[src/rtl/redirect_gen.sv]
// Redirect generator: picks the oldest mispredicting write-back (or a
// commit-side flush), holds it as a redirect for the front end, and keeps
// a squash window open until the squashing instruction commits.

package types;
   typedef struct packed {
      logic [15:0] opid;
      logic        misp;
      logic        flush;
      logic        retry;
      logic [3:0]  brid;
      logic [4:0]  ldid;
      logic [4:0]  stid;
      logic [2:0]  delta;
      logic [1:0]  bank;
      logic [1:0]  pat;
      logic [1:0]  patb;
      logic [15:0] gh;
      logic [7:0]  ghi;
      logic [7:0]  ght;
      logic [63:0] pc;
      logic [63:0] npc;
      logic        branch;
      logic        jal;
      logic        jalr;
   } exe_bundle_t;

   typedef struct packed {
      logic [15:0] opid;
      logic [15:0] topid;
      logic [3:0]  brid;
      logic [4:0]  ldid;
      logic [4:0]  stid;
      logic [2:0]  delta;
      logic [1:0]  bank;
      logic [1:0]  pat;
      logic [1:0]  patb;
      logic [15:0] gh;
      logic [7:0]  ghi;
      logic [7:0]  ght;
      logic [63:0] pc;
      logic [63:0] npc;
      logic        branch;
      logic        jal;
      logic        jalr;
      logic        rollback;
   } red_bundle_t;
endpackage

// Per-port qualification: is this write-back a usable misprediction, and
// how old is it relative to the ROB head.
module redirect_lane #(
   parameter int OPW = 15
) (
   input  logic           valid,
   input  logic           misp,
   input  logic [OPW:0]   opid,
   input  logic [OPW-1:0] head,
   input  logic [OPW-1:0] sq,
   input  logic           busy,
   output logic           cand,
   output logic [OPW-1:0] age
);
   logic [OPW-1:0] sq_age;

   // Modular ages only; a raw compare of opids would break at the wrap.
   always_comb begin
      age    = opid[OPW-1:0] - head;
      sq_age = sq - head;
      cand   = valid && opid[OPW] && misp && (!busy || (age < sq_age));
   end
endmodule

module redirect_gen #(
   parameter int EXE_NUM = 2,
   parameter int OPW     = 15
) (
   input  logic                              clk,
   input  logic                              rst_n,
   input  logic [EXE_NUM-1:0]                exe_valid,
   input  types::exe_bundle_t [EXE_NUM-1:0]  exe,
   input  logic [15:0]                       head_opid,
   input  logic                              com_valid,
   input  logic [15:0]                       com_opid,
   input  logic                              flush_valid,
   input  logic [63:0]                       flush_pc,
   input  logic [15:0]                       flush_opid,
   output logic                              red_valid,
   input  logic                              red_ready,
   output types::red_bundle_t                red,
   output logic                              busy
);
   typedef enum logic [1:0] {IDLE, PEND, WAIT} state_t;

   state_t                          state, state_nx;
   logic [15:0]                     sq_opid;
   logic [EXE_NUM-1:0]              cand;
   logic [EXE_NUM-1:0][OPW-1:0]     age;
   logic                            sel_found;
   logic [OPW-1:0]                  sel_age;
   types::exe_bundle_t              sel_exe;
   types::red_bundle_t              new_red;
   logic [15:0]                     new_sq;
   logic                            hit;
   logic                            load;
   logic [EXE_NUM-1:0]              unused_fr;
   logic                            unused_hd;

   assign busy      = (state != IDLE);
   assign red_valid = (state == PEND);
   assign unused_hd = head_opid[15];

   for (genvar i = 0; i < EXE_NUM; i++) begin : g_lane
      redirect_lane #(.OPW(OPW)) u_lane (
         .valid (exe_valid[i]),
         .misp  (exe[i].misp),
         .opid  (exe[i].opid[OPW:0]),
         .head  (head_opid[OPW-1:0]),
         .sq    (sq_opid[OPW-1:0]),
         .busy  (busy),
         .cand  (cand[i]),
         .age   (age[i])
      );
      // Exceptions and retries arrive via the commit-side flush instead.
      assign unused_fr[i] = exe[i].flush ^ exe[i].retry;
   end

   // Oldest candidate wins; strict '<' keeps the lower port on a tie.
   always_comb begin
      sel_found = 1'b0;
      sel_age   = '0;
      sel_exe   = '0;
      for (int i = 0; i < EXE_NUM; i++) begin
         if (cand[i] && (!sel_found || (age[i] < sel_age))) begin
            sel_found = 1'b1;
            sel_age   = age[i];
            sel_exe   = exe[i];
         end
      end
   end

   // Build the next payload; a flush beats any misprediction regardless of age.
   always_comb begin
      new_red = '0;
      if (flush_valid) begin
         new_red.opid     = flush_opid;
         new_red.topid    = flush_opid;
         new_red.npc      = flush_pc;
         new_red.rollback = 1'b0;
         new_sq           = flush_opid;
      end else begin
         new_red.opid     = sel_exe.opid;
         new_red.topid    = sel_exe.opid;
         new_red.brid     = sel_exe.brid;
         new_red.ldid     = sel_exe.ldid;
         new_red.stid     = sel_exe.stid;
         new_red.delta    = sel_exe.delta;
         new_red.bank     = sel_exe.bank;
         new_red.pat      = sel_exe.pat;
         new_red.patb     = sel_exe.patb;
         new_red.gh       = sel_exe.gh;
         new_red.ghi      = sel_exe.ghi;
         new_red.ght      = sel_exe.ght;
         new_red.pc       = sel_exe.pc;
         new_red.npc      = sel_exe.npc;
         new_red.branch   = sel_exe.branch;
         new_red.jal      = sel_exe.jal;
         new_red.jalr     = sel_exe.jalr;
         new_red.rollback = 1'b1;
         new_sq           = sel_exe.opid;
      end
   end

   assign hit = flush_valid || sel_found;

   // Next state: any qualifying hit reloads and (re)enters PEND, which also
   // overrides a same-cycle acceptance of the old payload.
   always_comb begin
      state_nx = state;
      load     = 1'b0;
      case (state)
         IDLE: begin
            if (hit) begin
               load     = 1'b1;
               state_nx = PEND;
            end
         end
         PEND: begin
            if (hit) begin
               load     = 1'b1;
               state_nx = PEND;
            end else if (red_ready) begin
               state_nx = WAIT;
            end
         end
         WAIT: begin
            if (hit) begin
               load     = 1'b1;
               state_nx = PEND;
            end else if (!red.rollback) begin
               // A flush empties the ROB, so no commit will close the window.
               state_nx = IDLE;
            end else if (com_valid && (com_opid == sq_opid)) begin
               state_nx = IDLE;
            end
         end
         default: state_nx = IDLE;
      endcase
   end

   // State register.
   always_ff @(posedge clk or negedge rst_n) begin
      if (!rst_n) state <= IDLE;
      else        state <= state_nx;
   end

   // Payload and squash opid; only change on a load so red holds steady.
   always_ff @(posedge clk or negedge rst_n) begin
      if (!rst_n) begin
         red     <= '0;
         sq_opid <= '0;
      end else if (load) begin
         red     <= new_red;
         sq_opid <= new_sq;
      end
   end
endmodule

[config.mk]
export PLATFORM = sky130hd
export DESIGN_NAME = redirect_gen
export DESIGN_NICKNAME = d
export VERILOG_FILES = /design/src/rtl/redirect_gen.sv
export SDC_FILE = /design/constraint.sdc
export NUM_CORES = 1
export LEC_CHECK = 0
export CORE_AREA = 2 2 288 290
export DETAILED_ROUTE_END_ITERATION = 6
export DIE_AREA = 0 0 290 292
export PLACE_DENSITY_LB_ADDON = 0.08
export SKIP_LAST_GASP = 1
export SYNTH_ARGS = -nofsm -noshare
export SYNTH_HDL_FRONTEND = slang
export SYNTH_SLANG_ARGS = --single-unit
[constraint.sdc]
create_clock -name clk -period 11.29 [get_ports clk]
set_input_delay 2.258 -clock clk [delete_from_list [all_inputs] [get_ports clk]]
set_output_delay 2.258 -clock clk [all_outputs]
set_load 0.005 [all_outputs]
==> results.txt <==
----------------------------------------------------
[Route]
  Post-detailed-route wirelength per cell ... between 20 and 30 um
  WL met1 ... 31,200 um
  Number of search-and-repair iterations in the first detailed-routing pass ... 5
  Sum of met2 wire segment lengths after detailed routing ... just over 40,000 um
  DRC marker count from the first detailed-route iteration ... ~650
  Via-to-Cell Ratio ... roughly 4.6
  Top layer used by detailed routing ... met5
  Remaining number of nets flagged by the antenna check after routing ... 0
  DR vias ... roughly 14,000
  WL final ... between 70,000 and 80,000 um
  Number of remaining DRC errors ... 0
  WL met3 ... a little under 5000 um

[Placement]
  Number of buffers inserted by port buffering ... approximately 740
  Setup slack at placement ... roughly 1200 ps
  Post-detail-place hpwl ... roughly 58,000 um
  Placer Congestion ... between 0.8 and 0.9
  Placed cell areas ... ~22,000 sq um
  Total placed cells including tap cells ... 3,052

[Setup path]
  Largest incremental delay on the critical path ... 760 ps
  Source of the worst register-to-register timing path ... red[203]
  Critical Path Source ... head_opid[0]
  Largest fanout on the critical path ... 61
  Count of cell instances traversed by the critical path ... 25
  WP buf/inv ... 5
  Startpoint Class ... input pin
  Worst r2r dst ... red[113]
  Setup slack on the worst flop-to-flop path ... about 3900 ps
  Crit-path leading delay family ... compound AO/OA/AOI/OAI gates
  Critical path start-end classification ... input pin to flip-flop
  Critical Path End Type ... flip-flop
  Crit path to ... red[113]
  Crit path arrival time ... between 9000 and 10,000 ps
  Worst path required time ... between 10,000 and 15,000 ps
  Count of cells along the worst register-to-register path ... 25
  Critical path's slowest cell ... sky130_fd_sc_hd__buf_4

[Yosys]
  Warnings from Yosys ... 0
  Number of flops mapped to enable cells by yosys ... 0
  Post-synthesis register bit count ... ~210
  Mean cell area of the mapped netlist ... approximately 9.8 sq um
  Instance count of the mapped netlist ... around 1,300
  Register area share after synthesis ... 0.388
  Ys async rst share ... 1.00
  Nets in the synthesized netlist ... about 2,000
  Cell area after synthesis ... 13,200 sq um
  Distinct cells, synth ... 75
  Predominant post-synthesis flop cell ... sky130_fd_sc_hd__dfrtp_1

[Worst hold path]
  Cell depth of the worst min-delay path ... 1
  Class of the tightest hold or removal check ... flip-flop to flip-flop

[STA]
  Worst slew margin ... 0.327
  TNS Setup ... 0 ps
  Hold WS ... between 500 and 600 ps
  RSZ-0062 raised after global routing ... no
  Clk_skew ... around 11 ps
  Slew @ Worst Pin ... 1010 ps
  Final period demand of the worst path ... between 9000 and 10,000 ps
  Maximum clock frequency ... between 100 and 150 MHz
  Final max-slew violation count ... 0
  Tcrit/Tclk final ... 0.826
  Final setup slack of the worst path ... around 2000 ps
  Number of failing hold endpoints at the final stage ... 0
  Total setup violations reported at the end of the flow ... 0

[Final layout]
  # fillers ... between 8,000 and 9,000
  Fraction of final layout cells sized beyond drive strength 1 ... 0.0417
  Total area of sequential cells ... ~5000 sq um
  Final Net Count ... 2,623
  Filler-free cell count of the finished design ... approximately 3,100
  Commonest cells after routing, fill and taps aside ... 742 x sky130_fd_sc_hd__clkdlybuf4s50_1, 205 x sky130_fd_sc_hd__dfrtp_1, 160 x sky130_fd_sc_hd__and3_1
  Post-route core utilization ... 0.276
  Synthesis-to-finish area growth ... 70.4%
  Cell area after layout ... 22,500 sq um
  Commonest non-fill, non-tap cell in the layout ... sky130_fd_sc_hd__clkdlybuf4s50_1
  Area of the multi-input gates ... about 7400 sq um

[Power and ir drop]
  Internal power ... 3.12 mW
  Peak supply drop ... 0.194 mV
  P_leak ... roughly 9.7 nW
  NetSw ... roughly 2.1 mW
  Design Power ... 5.26 mW
  Pwr Density ... between 200 and 250 nW/um^2
  Fraction of power consumed by combinational cells ... 0.565
  Share of power burned in registers ... 0.257
  Switching share of power ... 0.407
  Clock network fraction of design power ... 0.178

[Clock tree]
  Clock insertion delay at the later pin of the skew report ... ~610 ps
  Clock-pin slew on the worst setup and hold paths ... approximately 60 ps
  Clock tree from TritonCTS ... built
  Buffer type at the clock tree root ... sky130_fd_sc_hd__clkbuf_16
  Hold buffer count at cts ... 0
  Clock buffer count from CTS ... 31
  Post-CTS sizing ... 0
  Clock sink total ... slightly above 200
  Maximum number of buffers from clock root to sink ... 3
  H-tree lvl count ... 1
  Post-CTS setup buffers ... 0

[Floorplan]
  Std-Cell Core Area ... 81,600 sq um
  Top-level I/O count ... 750
  Die area ... about 85,000 sq um
  Die boundary height ... approximately 290 um
  Initial core utilization ... 0.162
  Site Rows ... 105
  Width of the chip ... 290 um

[Status]
  Result of the run ... finished, final reports clean

[GRT]
  Via count of the first global-routing pass ... around 15,000
  First-pass GRT wire length ... roughly 110,000 um
  Number of antenna violations at the first check in global routing ... 13
  Total routing usage reported by global routing ... 0.180
  Global-route congestion overflow total ... 0
  Maximum number of pins on one net before global-route repair ... between 100 and 150

[Run]
  Total of max-cap violations ... 0

----------------------------------------------------
worst min-delay path by stage:
stage	from	end	slack, ps
final	red[132]	red[132]	510
after global routing	red[181]	red[181]	520
after CTS	red[161]	red[161]	510
after detailed placement	red[173]	red[173]	490
after global placement	red[144]	red[144]	490
after floorplan	red[100]	red[100]	500
synthesized netlist by cell type (6+ instances only):
| master | instances | area share |
|---|---|---|
| sky130_fd_sc_hd__a22o_1 | 35 | 0.023 |
| sky130_fd_sc_hd__inv_1 | 31 | 0.0088 |
| sky130_fd_sc_hd__clkbuf_1 | 71 | 0.020 |
| sky130_fd_sc_hd__o211ai_1 | 6 | 0.0034 |
| sky130_fd_sc_hd__or3_1 | 47 | 0.022 |
| sky130_fd_sc_hd__xor2_1 | 15 | 0.0099 |
| sky130_fd_sc_hd__buf_6 | 10 | 0.0085 |
| sky130_fd_sc_hd__nor3_1 | 7 | 0.0027 |
| sky130_fd_sc_hd__a21o_1 | 13 | 0.0074 |
| sky130_fd_sc_hd__and3_1 | 161 | 0.076 |
| sky130_fd_sc_hd__o21ai_0 | 68 | 0.026 |
| sky130_fd_sc_hd__buf_4 | 23 | 0.013 |
| sky130_fd_sc_hd__xnor2_1 | 35 | 0.023 |
| sky130_fd_sc_hd__a31oi_1 | 47 | 0.022 |
| sky130_fd_sc_hd__a21oi_1 | 121 | 0.046 |
| sky130_fd_sc_hd__ha_1 | 76 | 0.072 |
| sky130_fd_sc_hd__nand2b_1 | 14 | 0.0066 |
| sky130_fd_sc_hd__nor2_1 | 29 | 0.0082 |
| sky130_fd_sc_hd__a221o_1 | 122 | 0.092 |
| sky130_fd_sc_hd__nand2_1 | 38 | 0.011 |
| sky130_fd_sc_hd__nor2b_1 | 8 | 0.0038 |
| sky130_fd_sc_hd__nand3_1 | 11 | 0.0042 |
| sky130_fd_sc_hd__a211o_1 | 37 | 0.025 |
| sky130_fd_sc_hd__o21a_1 | 9 | 0.0051 |
| sky130_fd_sc_hd__dfrtp_1 | 205 | 0.39 |
| sky130_fd_sc_hd__buf_2 | 20 | 0.0076 |
power by group through the flow:
| stage | registers [mW] | logic (mW) | clock network [mW] |
|---|---|---|---|
| floorplan | 1.32 | 1.42 | 0 |
| global placement | 1.35 | 3.03 | 0 |
| detailed placement | 1.35 | 3.04 | 0 |
| CTS | 1.35 | 3.05 | 0.980 |
| global route | 1.40 | 3.24 | 1.01 |
| finish | 1.35 | 2.97 | 0.937 |
per-layer routing:
metal / track usage / vias to the layer above
li1: - / 6595
met4: 0.0544 / 8
met1: 0.207 / 7107
met2: 0.329 / 472
met3: 0.0443 / 93
met5: 0 / -
cells by family (layout without fill, tap and decap cells):
group	count (synthesis)	count (layout)	share of synthesized area
DFF	205	205	0.388
AOI/OAI and AO/OA	518	518	0.295
other	0	8	0
muxes	2	2	0.00152
buffers and inverters	158	846	0.0590
xor gates and xnor gates	50	50	0.0331
adders and majority gates	81	81	0.0781
and+or+nand+nor	334	334	0.145
flip-flops by register name, summed over array words and instances (netlist names):
| signal | flops |
|---|---|
| red | 203 |
| state | 2 |
cell type report:
class                      instances  area share
antenna                            8    0.000889
clock buffer                      50      0.0398
clock inverter                     4     0.00167
inverter                          31     0.00517
multi-input combinational        985       0.327
sequential                       205       0.228
tap                             1070      0.0595
timing repair buffer             761       0.338
(Power assumes the default switching activity.)
